`src/rtl/multi_lane_lot_counter.sv`:
```
// Multi-gate parking-lot occupancy counter: per-lane A/B beam direction FSMs feeding a saturating shared count.
// Optional per-bit input debounce filter is enabled by defining MULTI_LANE_LOT_DEBOUNCE_EN.
`timescale 1ns/1ps
module multi_lane_lot_counter #(
  parameter int N_LANES    = 2,
  parameter int CAP        = 15,
  parameter int CNT_W      = 4,
  parameter int DEB_CYCLES = 4
) (
  input  logic               clk,
  input  logic               reset,
  input  logic [N_LANES-1:0] a,
  input  logic [N_LANES-1:0] b,
  input  logic               err_clr,
  output logic [CNT_W-1:0]   no_cars,
  output logic               full,
  output logic               empty,
  output logic [N_LANES-1:0] car_in,
  output logic [N_LANES-1:0] car_out,
  output logic [N_LANES-1:0] seq_err,
  output logic               ovf_err,
  output logic               unf_err
);

  localparam logic [2:0] IDLE = 3'd0, EN1 = 3'd1, EN2 = 3'd2, EN3 = 3'd3;
  localparam logic [2:0] EX1  = 3'd4, EX2 = 3'd5, EX3 = 3'd6, ERR = 3'd7;
  localparam logic signed [CNT_W+3:0] CAP_S = (CNT_W+4)'(CAP);

  if ((2**CNT_W) <= CAP || N_LANES < 1 || N_LANES > 8 || DEB_CYCLES < 1) begin : param_check_g
    $error("multi_lane_lot_counter: illegal parameter combination");
  end

  // a bits occupy the upper half, b bits the lower half
  logic [2*N_LANES-1:0] sync1_q, sync2_q, filt;

  always_ff @(posedge clk or negedge reset) begin
    if (!reset) begin
      sync1_q <= '0;
      sync2_q <= '0;
    end else begin
      sync1_q <= {a, b};
      sync2_q <= sync1_q;
    end
  end

`ifdef MULTI_LANE_LOT_DEBOUNCE_EN
  localparam int DEB_W = $clog2(DEB_CYCLES + 1);
  for (genvar gi = 0; gi < 2*N_LANES; gi++) begin : deb_g
    logic [DEB_W-1:0] cnt_q, cnt_d;
    logic             filt_q, filt_d;

    // Counter only runs while the synchronised bit disagrees with the filtered bit.
    always_comb begin
      filt_d = filt_q;
      cnt_d  = '0;
      if (sync2_q[gi] != filt_q) begin
        if (cnt_q == DEB_W'(DEB_CYCLES - 1)) filt_d = sync2_q[gi];
        else                                 cnt_d  = cnt_q + 1'b1;
      end
    end

    always_ff @(posedge clk or negedge reset) begin
      if (!reset) begin
        cnt_q  <= '0;
        filt_q <= 1'b0;
      end else begin
        cnt_q  <= cnt_d;
        filt_q <= filt_d;
      end
    end

    assign filt[gi] = filt_q;
  end
`else
  assign filt = sync2_q;
`endif

  for (genvar gi = 0; gi < N_LANES; gi++) begin : lane_g
    logic [1:0] ab;
    logic [2:0] state_q, state_d;
    logic       in_q, in_d, out_q, out_d, err_q, err_d;

    assign ab = {filt[N_LANES+gi], filt[gi]};

    always_ff @(posedge clk or negedge reset) begin
      if (!reset) begin
        state_q <= IDLE;
        in_q    <= 1'b0;
        out_q   <= 1'b0;
        err_q   <= 1'b0;
      end else begin
        state_q <= state_d;
        in_q    <= in_d;
        out_q   <= out_d;
        err_q   <= err_d;
      end
    end

    // Any pattern not listed for a state simply holds it.
    always_comb begin
      state_d = state_q;
      case (state_q)
        IDLE: case (ab) 2'b10: state_d = EN1;  2'b01: state_d = EX1;  2'b11: state_d = ERR; default: ; endcase
        EN1:  case (ab) 2'b11: state_d = EN2;  2'b00: state_d = IDLE; 2'b01: state_d = ERR; default: ; endcase
        EN2:  case (ab) 2'b01: state_d = EN3;  2'b10: state_d = EN1;  2'b00: state_d = ERR; default: ; endcase
        EN3:  case (ab) 2'b00: state_d = IDLE; 2'b11: state_d = EN2;  2'b10: state_d = ERR; default: ; endcase
        EX1:  case (ab) 2'b11: state_d = EX2;  2'b00: state_d = IDLE; 2'b10: state_d = ERR; default: ; endcase
        EX2:  case (ab) 2'b10: state_d = EX3;  2'b01: state_d = EX1;  2'b00: state_d = ERR; default: ; endcase
        EX3:  case (ab) 2'b00: state_d = IDLE; 2'b11: state_d = EX2;  2'b01: state_d = ERR; default: ; endcase
        default: if (ab == 2'b00) state_d = IDLE;
      endcase
    end

    always_comb begin
      in_d  = (state_q == EN3) && (ab == 2'b00);
      out_d = (state_q == EX3) && (ab == 2'b00);
      err_d = (state_d == ERR) && (state_q != ERR);
    end

    assign car_in[gi]  = in_q;
    assign car_out[gi] = out_q;
    assign seq_err[gi] = err_q;
  end

  logic [CNT_W-1:0]        no_cars_q, no_cars_d;
  logic                    ovf_q, ovf_d, unf_q, unf_d;
  logic [3:0]              n_in, n_out;
  logic signed [CNT_W+3:0] next_sum;
  logic                    ovf_evt, unf_evt;

  // Entries and exits on different lanes net out before the clamp is applied.
  always_comb begin
    n_in  = '0;
    n_out = '0;
    for (int i = 0; i < N_LANES; i++) begin
      n_in  = n_in  + 4'(car_in[i]);
      n_out = n_out + 4'(car_out[i]);
    end
    next_sum  = $signed({4'b0000, no_cars_q}) + $signed({{CNT_W{1'b0}}, n_in})
              - $signed({{CNT_W{1'b0}}, n_out});
    ovf_evt   = next_sum > CAP_S;
    unf_evt   = next_sum[CNT_W+3];
    no_cars_d = ovf_evt ? CNT_W'(CAP) : (unf_evt ? '0 : next_sum[CNT_W-1:0]);
    ovf_d     = ovf_evt | (ovf_q & ~err_clr);
    unf_d     = unf_evt | (unf_q & ~err_clr);
  end

  always_ff @(posedge clk or negedge reset) begin
    if (!reset) begin
      no_cars_q <= '0;
      ovf_q     <= 1'b0;
      unf_q     <= 1'b0;
    end else begin
      no_cars_q <= no_cars_d;
      ovf_q     <= ovf_d;
      unf_q     <= unf_d;
    end
  end

  assign no_cars = no_cars_q;
  assign full    = (no_cars_q == CNT_W'(CAP));
  assign empty   = (no_cars_q == '0);
  assign ovf_err = ovf_q;
  assign unf_err = unf_q;

endmodule

```
`config.mk`:
```
export PLATFORM = sky130hd
export DESIGN_NAME = multi_lane_lot_counter
export DESIGN_NICKNAME = d
export VERILOG_FILES = /design/src/rtl/multi_lane_lot_counter.sv
export SDC_FILE = /design/constraint.sdc
export NUM_CORES = 1
export LEC_CHECK = 0
export BUFFER_PORTS_ARGS = -buffer_cell sky130_fd_sc_hd__buf_2
export CAP_MARGIN = 20
export CORE_AREA = 2 2 69 54
export DETAILED_ROUTE_END_ITERATION = 6
export DIE_AREA = 0 0 71 56
export PLACE_DENSITY = 0.73
export SYNTH_ARGS = -nofsm -noshare
export SYNTH_HDL_FRONTEND = slang
export SYNTH_SLANG_ARGS = --single-unit
```
`constraint.sdc`:
```
create_clock -name clk -period 2.3 [get_ports clk]
set_input_delay 0.115 -clock clk [delete_from_list [all_inputs] [get_ports clk]]
set_output_delay 0.115 -clock clk [all_outputs]
set_load 0.02 [all_outputs]
```
==> metrics.md, run 1 <==
| Metric | Value |
|---|---|
| Status | finished, violations left |
| Violated checks | negative setup slack |
| I/O Buffers | 20 |
| Synthesized flop and latch total | 26 |
| Net Sw Frac | 43.0% |
| WS Path Type | reg -> reg |
| Critical Path RT | 2.45 ns |
| Initial core utilization | 49.9% |
| Io pins | 21 |
| Mapped cell area | 1630 um^2 |
| Largest net degree at the start of global routing | 27 |
| Sequential share of power | 36.0% |
| Via density per instance | 5.77 |
| Slew @ Worst Pin | 0.589 ns |
| Most frequent cell after synthesis | dfrtp_1 |
| Clock Power Share | 16.8% |
| Synth area leader | dfrtp_1 |
| Commonest cells in the netlist | 26 x dfrtp_1, 18 x inv_1, 13 x o21ai_0 |
| Area grow syn2layout | 17.2% |
| R2r endpoint | ovf_err |
| Root Driver | clkbuf_8 |
| Placer Congestion | 0.811 |
| Switch Pwr | 0.982 mW |
| Slew Limit Headroom | 60.7% |
| Logic pwr share | 47.2% |
| Die span in x | 71 um |
| CP Launch Type | flip-flop |
| H-tree levels | 1 |
| Tmin final | 2.35 ns |
| Max_cap viols | 0 |
| Post-synth EDFFs | 0 |
| Share of layout cells above drive strength 1 | 23.9% |
| Core ar. | 3270 um^2 |
| FFs w/ async S/R, synth | 100% |
| Internal | 1.30 mW |
| LEAKAGE | 0.857 nW |
| Clk slew on worst S/H paths | 0.09 ns |
| Peak VDD IR | 0.000682 V |
| Antenna Nets Post-Route | 0 |
| Antenna violations before repair | 0 |
| Power per Cell Area | 1200 nW/um^2 |
| Drt pass-1 iters | 4 |
| Total placed instance area | 1710 um^2 |
| Fmax | 425 MHz |
| Num Clock Sinks | 26 |
| Post-route setup TNS | -0.206 ns |
| Nets | 205 |
| Final hold vios | 0 |
| Distinct cell type count of the synthesized netlist | 40 |
| Detailed-route via count | 1315 |
| First-pass GRT wire length | 5.92 mm |
| Num CTS Buffers | 3 |
| Cell Count, Final, Fillers Out | 228 |
| Total GRT Usage | 18.5% |
| Cell area after layout | 1910 um^2 |
| Ys flop type | dfrtp_1 |
| Die area | 3980 um^2 |
| Worst Min Path Start | err_clr |
| Reg2Reg Setup Slack | -0.05 ns |
| Vias in the first global route | 1313 |
| Die H | 56 um |
| Dpl ws | -0.214 ns |
| Tcrit/Tclk final | 102% |
| Worst Hold Path EP | unf_err |
| DP HPWL | 2.33 mm |
| Area share of the largest cell type after synthesis | 39.9% |
| Hold depth | 2 |
| Setup WS post-layout | -0.0524 ns |
| Clock tree buffer depth | 2 |
| R2R cell count | 10 |
| Drt first-iter violations | 143 |
| Syn Inst Count | 170 |
| Clock Latency Late Sink | 0.27 ns |
| Unrepaired setup endpoints after global routing | yes |
| Routed len/inst | 15.2 um |
| Post-Place Cells | 216 |
| Area contributors post-synth | dfrtp_1 40%, ha_1 4.6%, inv_1 4.1%, o21ai_0 4.0%, fa_1 3.7% |
| Worst Clk Skew | 0.00322 ns |
| TritonCTS clock tree | yes |
| Worst Hold Class | in -> reg |
| Critical Path Sink Type | flip-flop |
| Num rows | 18 |
| DRC viols | 0 |
| Critical path peak fanout | 5 |
| Worst EP arrival | 2.50 ns |
| Syn. warnings | 0 |
| Post-synthesis sequential area ratio | 39.9% |
| Post-Route WL | 3.46 mm |
| Pins Over Slew Limit | 0 |
| Final Setup Violations | 5 |
| Syn_nets | 186 |
| Antenna diodes | 0 |
| GRT overflow | 0 |
| Synthesized area per cell | 9.58 um^2 |
| Reg2reg start | lane_g[0].out_q |
-- what timing repair did --
action,CTS,global route
pin swaps,4,7
endpoints found under the setup margin,5,6
cloned,0,0
buffers inserted,2,1
hold endpoints to repair,30,0
hold buffers,5,0
gates resized for setup,13,4
-- final cells by class --
cell class,instances,area [um^2]
clock inverter,1,30.0
inverter,18,67.6
timing repair buffer,31,199
sequential,26,651
fill,272,1360
clock buffer,3,41.3
tap,40,50.0
multi-input combinational,109,871
-- logic make-up (layout without fill, tap and decap cells) --
| group | after synthesis | after routing | share of synthesized area, % |
|---|---|---|---|
| simple gates | 51 | 51 | 19.9 |
| flops | 26 | 26 | 39.9 |
| xor+xnor | 6 | 6 | 3.23 |
| mux | 3 | 3 | 1.84 |
| compound gates | 40 | 40 | 16.3 |
| fa+ha+maj | 9 | 9 | 8.29 |
| buf+inv | 35 | 53 | 10.5 |
-- worst max-delay path, stage by stage (launching register included) --
cell and delay (ns):
dfrtp_1 0.39, inv_1 0.07, fa_1 0.41, inv_1 0.08, fa_2 0.19, inv_2 0.05
ha_4 0.16, fa_2 0.39, nand2b_4 0.18, a32oi_1 0.19, nand3_1 0.12
-- registers in the layout (all words and copies together), names as in the netlist --
register,cells
filt,4
lane_g.state_q,6
ovf_err,1
lane_g.out_q,2
sync1_q,4
no_cars,4
lane_g.err_q,2
unf_err,1
lane_g.in_q,2
-- routing by layer --
metal | track usage (%) | part of all wire, % | wire (um)
met2 | 30.8 | 49 | 1710
met5 | 0 | 0 | 0
met3 | 4.71 | 5.3 | 185
met4 | 6.74 | 2.2 | 76
met1 | 23.1 | 43 | 1490
-- power groups by stage --
stage          clock network, mW  logic [mW]  registers (mW)
2_1_floorplan                  0       0.860           0.710
3_3_place_gp                   0       0.891           0.803
3_5_place_dp                   0       0.941           0.824
4_1_cts                    0.383        1.04           0.813
5_1_grt                    0.413        1.19           0.858
6_report                   0.383        1.08           0.822
-- metrics by stage --
stage | power (mW) | util [%] | hold WS, ns
final | 2.28 | 58.5 | 0.119
after global routing | 2.46 | 58.5 | 0.0937
after CTS | 2.23 | 57.8 | 0.104
after detailed placement | 1.76 | 52.4 | 0.143
after global placement | 1.69 | 52.4 | 0.134
after floorplan | 1.57 | - | -0.181
-- worst max-delay path by stage --
stage	cells past startpoint	to	slack [ns]	startpoint
global placement	9	no_cars[2]	-0.13	lane_g[1].out_q
CTS	9	no_cars[2]	-0.1	lane_g[1].out_q
finish	10	ovf_err	-0.05	lane_g[0].out_q
floorplan	9	no_cars[2]	-0.08	lane_g[1].out_q
detailed placement	9	no_cars[2]	-0.21	lane_g[1].out_q
global route	11	no_cars[1]	-0.14	lane_g[1].out_q
-- layout by cell type, fill, tap and decap left out, types with 4 or more instances in the layout --
cell type	n
dfrtp_1	26
buf_2	20
inv_1	16
o21ai_0	9
a21oi_1	7
nor3b_1	6
o211ai_1	5
nand2b_1	5
ha_1	5
dlygate4sd3_1	5
buf_4	5
nor2b_1	4
xor2_1	4
No activity file was read; power rests on OpenSTA's default activity.
==> inputs of run 2 (changes only) <==
--- a/config.mk
+++ b/config.mk
@@ -10,7 +10,7 @@
 export CORE_AREA = 2 2 69 54
 export DETAILED_ROUTE_END_ITERATION = 6
 export DIE_AREA = 0 0 71 56
-export PLACE_DENSITY = 0.73
+export PLACE_DENSITY = 0.7
 export SYNTH_ARGS = -nofsm -noshare
 export SYNTH_HDL_FRONTEND = slang
 export SYNTH_SLANG_ARGS = --single-unit
==> constraint.sdc (replaced) <==
create_clock -name clk -period 2.7 [get_ports clk]
set_input_delay 0.135 -clock clk [delete_from_list [all_inputs] [get_ports clk]]
set_output_delay 0.135 -clock clk [all_outputs]
set_load 0.02 [all_outputs]
==> run 2 against run 1 <==
The run now ends clean. Sequential share of layout area is 2.8 points higher. Via count decreased by 7.5%. Power down 26%. Core utilization fell by 4.4 points. Register-to-register slack improved by 0.18 ns. Non-clock buffer count decreased by 6. Die area unchanged.
==> metrics.md, run 2 (synthesis gave the netlist of run 1 again) <==
| Metric | Value |
|---|---|
| Status | finished clean (was finished, violations left) |
| Total GRT Usage | 15.4% (was 18.5%) |
| Share of layout cells above drive strength 1 | 13.3% (was 23.9%) |
| Io pins | 21 (unchanged) |
| Area of the multi-input gates | 807 um^2 (was 871 um^2) |
| Max_cap viols | 0 (unchanged) |
| Root Driver | clkbuf_8 (unchanged) |
| Power per Cell Area | 958 nW/um^2 (was 1200 nW/um^2) |
| Pwr Total | 1.69 mW (was 2.28 mW) |
| Reg2reg start | lane_g[0].in_q (was lane_g[0].out_q) |
| Pins Over Slew Limit | 0 (unchanged) |
| Worst setup endpoint | no_cars[2] (was ovf_err) |
| Largest net degree at the start of global routing | 27 (unchanged) |
| Placer Congestion | 0.835 (was 0.811) |
| Slew Limit Headroom | 62.3% (was 60.7%) |
| Nets | 199 (was 205) |
| Max incr delay on CP | 0.54 ns (was 0.41 ns) |
| Clk slew on worst S/H paths | 0.09 ns (about the same) |
| Via density per instance | 5.51 (was 5.77) |
| Num CTS Buffers | 3 (unchanged) |
| Crit-path leading delay family | adder cells (unchanged) |
| Vias in the first global route | 1127 (was 1313) |
| Num rows | 18 (unchanged) |
| Top reg by flops | lane_g.state_q (unchanged) |
| Reg2Reg Setup Slack | 0.13 ns (was -0.05 ns) |
| Core ar. | 3270 um^2 (unchanged) |
| Crit-path most repeated cell | fa_1 |
| Critical Path Source | lane_g[0].in_q (was lane_g[0].out_q) |
| Critical path peak fanout | 3 (was 5) |
| Levels on crit path | 8 (was 10) |
| CP Launch Type | flip-flop (unchanged) |
| H-tree levels | 1 (unchanged) |
| Max FFs per register | 6 (unchanged) |
| GRT overflow | 0 (unchanged) |
| Die span in x | 71 um (unchanged) |
| Die area | 3980 um^2 (unchanged) |
| Post-route setup TNS | 0 ns (was -0.206 ns) |
| Initial core utilization | 49.9% (unchanged) |
| Bufs and invs on worst path | 2 (was 3) |
| Final hold vios | 0 (unchanged) |
| R2r endpoint | no_cars[2] (was ovf_err) |
| Tcrit/Tclk final | 95.1% (was 102%) |
| LEAKAGE | 0.801 nW (was 0.857 nW) |
| Post-CTS setup buffer count | 0 (was 2) |
| DP HPWL | 2.12 mm (was 2.33 mm) |
| Critical Path RT | 2.85 ns (was 2.45 ns) |
| Worst Hold Class | in -> reg (unchanged) |
| WS Path Type | reg -> reg (unchanged) |
| Drt first-iter violations | 70 (was 143) |
| Detailed-route via count | 1217 (was 1315) |
| Antenna violations before repair | 0 (unchanged) |
| Slew @ Worst Pin | 0.565 ns (was 0.589 ns) |
| Tmin final | 2.57 ns (was 2.35 ns) |
| Drt pass-1 iters | 4 (unchanged) |
| Clock tree buffer depth | 2 (unchanged) |
| Antenna Nets Post-Route | 0 (unchanged) |
| Routed len/inst | 13.2 um (was 15.2 um) |
| Most common cell after layout, fill and taps aside | dfrtp_1 (unchanged) |
| DRC viols | 0 (unchanged) |
| Clock Latency Late Sink | 0.27 ns (about the same) |
| Unrepaired setup endpoints after global routing | no (was yes) |
| Num Clock Sinks | 26 (unchanged) |
| Critical Path Sink Type | flip-flop (unchanged) |
| Worst Clk Skew | 0.00549 ns (was 0.00322 ns) |
| Die H | 56 um (unchanged) |
| Most frequent cells in the layout | 26 x dfrtp_1, 20 x buf_2, 18 x inv_1, 13 x o21ai_0, 7 x a21oi_1 (was 26 x dfrtp_1, 20 x buf_2, 16 x inv_1, 9 x o21ai_0, 7 x a21oi_1) |
| TritonCTS clock tree | yes (unchanged) |
| Antenna diodes | 0 (unchanged) |
| First-pass GRT wire length | 4.93 mm (was 5.92 mm) |
| Post-Route WL | 2.93 mm (was 3.46 mm) |
| R2R cell count | 8 (was 10) |
| Fillers | 297 (was 272) |
| I/O Buffers | 20 (unchanged) |
| Critical path cell sequence | fa_1 -> inv_1 -> fa_1 -> inv_1 -> ha_1 -> fa_1 -> nor4_1 -> nor3_1 (was inv_1 -> fa_1 -> inv_1 -> fa_2 -> inv_2 -> ha_4 -> fa_2 -> nand2b_4 -> a32oi_1 -> nand3_1) |
| Final Setup Violations | 0 (was 5) |
| Worst EP arrival | 2.72 ns (was 2.50 ns) |
| Fmax | 389 MHz (was 425 MHz) |
| Peak VDD IR | 0.000422 V (was 0.000682 V) |
| Area grow syn2layout | 8.45% (was 17.2%) |
| Reg area | 651 um^2 (unchanged) |
| WHS | 0.0681 ns (was 0.119 ns) |
| CP max stage cell | fa_1 (unchanged) |
[run 2: how the worst min path moves through the flow]
stage | from | slack [ns] | end | cells after the start
2_1_floorplan | reset | -0.16 | filt[0] | 0
3_3_place_gp | reset | 0.16 | sync1_q[3] | 1
3_5_place_dp | reset | 0.17 | sync1_q[3] | 1
4_1_cts | err_clr | 0.07 | unf_err | 2
5_1_grt | err_clr | 0.09 | unf_err | 2
6_report | err_clr | 0.07 | unf_err | 2
[run 2: repair_timing]
| action | 4_1_cts | 5_1_grt |
|---|---|---|
| hold endpoints to repair | 30 | 0 |
| gates resized for setup | 0 | 0 |
| hold buffers | 5 | 0 |
[run 2: stage by stage]
step                util [%]  worst slack (ns)  cell area [um^2]  instances
floorplan                  -             0.316              1630        170
global placement        51.3             0.258              1680        213
detailed placement      51.3             0.134              1680        213
CTS                     54.1             0.116              1770        221
global route            54.1           0.00454              1770        221
finish                  54.1             0.132              1770        221
[run 2: final cells by class]
type / instances / share of cell area [%]
timing repair buffer: 25 / 8.50
sequential: 26 / 36.8
clock buffer: 3 / 2.34
multi-input combinational: 109 / 45.7
tap: 40 / 2.83
inverter: 18 / 3.82
[run 2: power by group]
group          internal (mW)  switching [mW]
Combinational          0.355           0.423
Sequential             0.491           0.209
Clock                 0.0998           0.115
[run 2: metal layers]
layer	up-vias	wire length (um)	GRT usage [%]
met3	2	127	4.17
li1	611	-	-
met4	0	10	2.96
met5	-	0	0
met2	27	1440	26.3
met1	577	1350	19.8
==> inputs of run 3 (changes only) <==
--- a/config.mk
+++ b/config.mk
@@ -7,10 +7,10 @@
 export LEC_CHECK = 0
 export BUFFER_PORTS_ARGS = -buffer_cell sky130_fd_sc_hd__buf_2
 export CAP_MARGIN = 20
-export CORE_AREA = 2 2 69 54
+export CORE_AREA = 2 2 75 59
 export DETAILED_ROUTE_END_ITERATION = 6
-export DIE_AREA = 0 0 71 56
-export PLACE_DENSITY = 0.7
+export DIE_AREA = 0 0 77 61
+export PLACE_DENSITY = 0.6
 export SYNTH_ARGS = -nofsm -noshare
 export SYNTH_HDL_FRONTEND = slang
 export SYNTH_SLANG_ARGS = --single-unit
==> run 3 against run 2 <==
Wire length is 0.14% lower. Critical path depth stayed put. Fmax is 1.7% higher. Highest routed layer unchanged.
==> metrics.md, run 3 (synthesis gave the netlist of run 1 again) <==
| Metric | Value |
|---|---|
| Critical path cell sequence | fa_1 -> inv_1 -> fa_1 -> inv_1 -> ha_1 -> fa_1 -> nor4_1 -> nor3_1 (unchanged) |
| Initial core utilization | 41.2% (was 49.9%) |
| Antenna violations before repair | 0 (unchanged) |
| Clock Latency Late Sink | 0.27 ns (about the same) |
| Die area | 4700 um^2 (was 3980 um^2) |
| Nets | 199 (unchanged) |
| Total GRT Usage | 13.8% (was 15.4%) |
| Largest net degree at the start of global routing | 27 (unchanged) |
| Max incr delay on CP | 0.54 ns (about the same) |
| Io pins | 21 (unchanged) |
| Crit-path leading delay family | adder cells (unchanged) |
| Status | finished clean (unchanged) |
| Antenna Nets Post-Route | 0 (unchanged) |
| Cell area after layout | 1820 um^2 (was 1770 um^2) |
| Post-Place Cells | 228 (was 213) |
| I/O Buffers | 20 (unchanged) |
| Slew Limit Headroom | 60.6% (was 62.3%) |
| Post-Route WL | 2.92 mm (was 2.93 mm) |
| Tmin final | 2.53 ns (was 2.57 ns) |
| Clock tree buffer depth | 2 (unchanged) |
| Worst Clk Skew | 0.00338 ns (was 0.00549 ns) |
| Vias in the first global route | 1141 (was 1127) |
| Fmax | 396 MHz (was 389 MHz) |
| Max FFs per register | 6 (unchanged) |
| Num rows | 20 (was 18) |
| Root Driver | clkbuf_8 (unchanged) |
| Pwr Total | 1.78 mW (was 1.69 mW) |
| Bufs and invs on worst path | 2 (unchanged) |
| Final hold vios | 0 (unchanged) |
| Crit-path most repeated cell | fa_1 (unchanged) |
| Critical path peak fanout | 3 (unchanged) |
| Drt first-iter violations | 61 (was 70) |
| Routed len/inst | 12.3 um (was 13.2 um) |
| Post-CTS setup buffer count | 0 (unchanged) |
| First-pass GRT wire length | 5.15 mm (was 4.93 mm) |
| Most frequent cells in the layout | 26 x dfrtp_1, 20 x buf_2, 18 x inv_1, 13 x o21ai_0, 7 x a21oi_1 (unchanged) |
| DP HPWL | 2.03 mm (was 2.12 mm) |
| Setup WS post-layout | 0.174 ns (was 0.132 ns) |
| Tcrit/Tclk final | 93.6% (was 95.1%) |
| Share of layout cells above drive strength 1 | 13.7% (was 13.3%) |
| H-tree levels | 1 (unchanged) |
| Die H | 61 um (was 56 um) |
| Via density per instance | 5.16 (was 5.51) |
| Area grow syn2layout | 11.4% (was 8.45%) |
| Top Layer Used | met4 (unchanged) |
| CP max stage cell | fa_1 (unchanged) |
| CP Launch Type | flip-flop (unchanged) |
| Metal3 WL | 108 um (was 127 um) |
| Dpl ws | 0.197 ns (was 0.134 ns) |
| Met2 WL | 1.38 mm (was 1.44 mm) |
| Post-route setup TNS | 0 ns (unchanged) |
| Max_cap viols | 0 (unchanged) |
| Critical Path RT | 2.85 ns (about the same) |
| Slew @ Worst Pin | 0.590 ns (was 0.565 ns) |
| Peak VDD IR | 0.000318 V (was 0.000422 V) |
| WS Path Type | reg -> reg (unchanged) |
| Drt pass-1 iters | 4 (unchanged) |
| Pins Over Slew Limit | 0 (unchanged) |
| Worst Hold Class | in -> reg (unchanged) |
| Detailed-route via count | 1222 (was 1217) |
| Top reg by flops | lane_g.state_q (unchanged) |
| Most common cell after layout, fill and taps aside | dfrtp_1 (unchanged) |
| DRC viols | 0 (unchanged) |
| Total placed instance area | 1690 um^2 (was 1680 um^2) |
| Cell Count, Final, Fillers Out | 237 (was 221) |
| TritonCTS clock tree | yes (unchanged) |
| Power per Cell Area | 981 nW/um^2 (was 958 nW/um^2) |
| Final Setup Violations | 0 (unchanged) |
| Core ar. | 3950 um^2 (was 3270 um^2) |
| Die span in x | 77 um (was 71 um) |
| Reg2Reg Setup Slack | 0.17 ns (was 0.13 ns) |
| Placer Congestion | 0.753 (was 0.835) |
| Post_cts resized | 0 (unchanged) |
| Antenna diodes | 0 (unchanged) |
| Worst EP arrival | 2.68 ns (was 2.72 ns) |
| Unrepaired setup endpoints after global routing | no (unchanged) |
| Num Clock Sinks | 26 (unchanged) |
| Clk slew on worst S/H paths | 0.09 ns (about the same) |
| Critical Path Sink Type | flip-flop (unchanged) |
| Hold buffers post-CTS | 5 (unchanged) |
| Num CTS Buffers | 3 (unchanged) |
| GRT overflow | 0 (unchanged) |
| LEAKAGE | 0.815 nW (was 0.801 nW) |
| Met1 Routed Length | 1.41 mm (was 1.35 mm) |
run 3: changes by cell type in the layout (fill, tap and decap cells not counted), sizes merged:
cell    previous run  this run
bufinv             0         1
run 3: worst paths after layout:
path	startpoint	endpoint	cells past startpoint
min in group asynchronous	reset	sync1_q[3]	2
hold / removal	err_clr	unf_err	2
setup reg to reg	lane_g[0].in_q	no_cars[2]	8
hold reg to reg	sync1_q[3]	filt[3]	0
max in group asynchronous	reset	unf_err	2
setup / recovery	lane_g[0].in_q	no_cars[2]	8
run 3: power breakdown:
group	switching [mW]	internal, mW
Combinational	0.409	0.352
Clock	0.123	0.198
Sequential	0.207	0.491
run 3: final cells by class:
class	instances	area [um^2]
multi-input cells	109	807
well taps	55	68.8
fillers	390	2140
clock buffers	3	41.3
clock inverters	1	30.0
repair buffers	25	150
inverters	18	67.6
flip-flops and latches	26	651
run 3: metal layers:
layer / up-vias / track usage, %
li1: 615 / -
met1: 580 / 17.3
met2: 22 / 24.7
met3: 5 / 3.27
met4: 0 / 3.83
met5: - / 0
run 3: stage by stage:
stage,util [%],hold slack [ns]
after global routing,45.9,0.0704
after global placement,42.8,0.180
final,45.9,0.0768
after CTS,45.9,0.0709
after detailed placement,42.8,0.180
after floorplan,-,-0.161
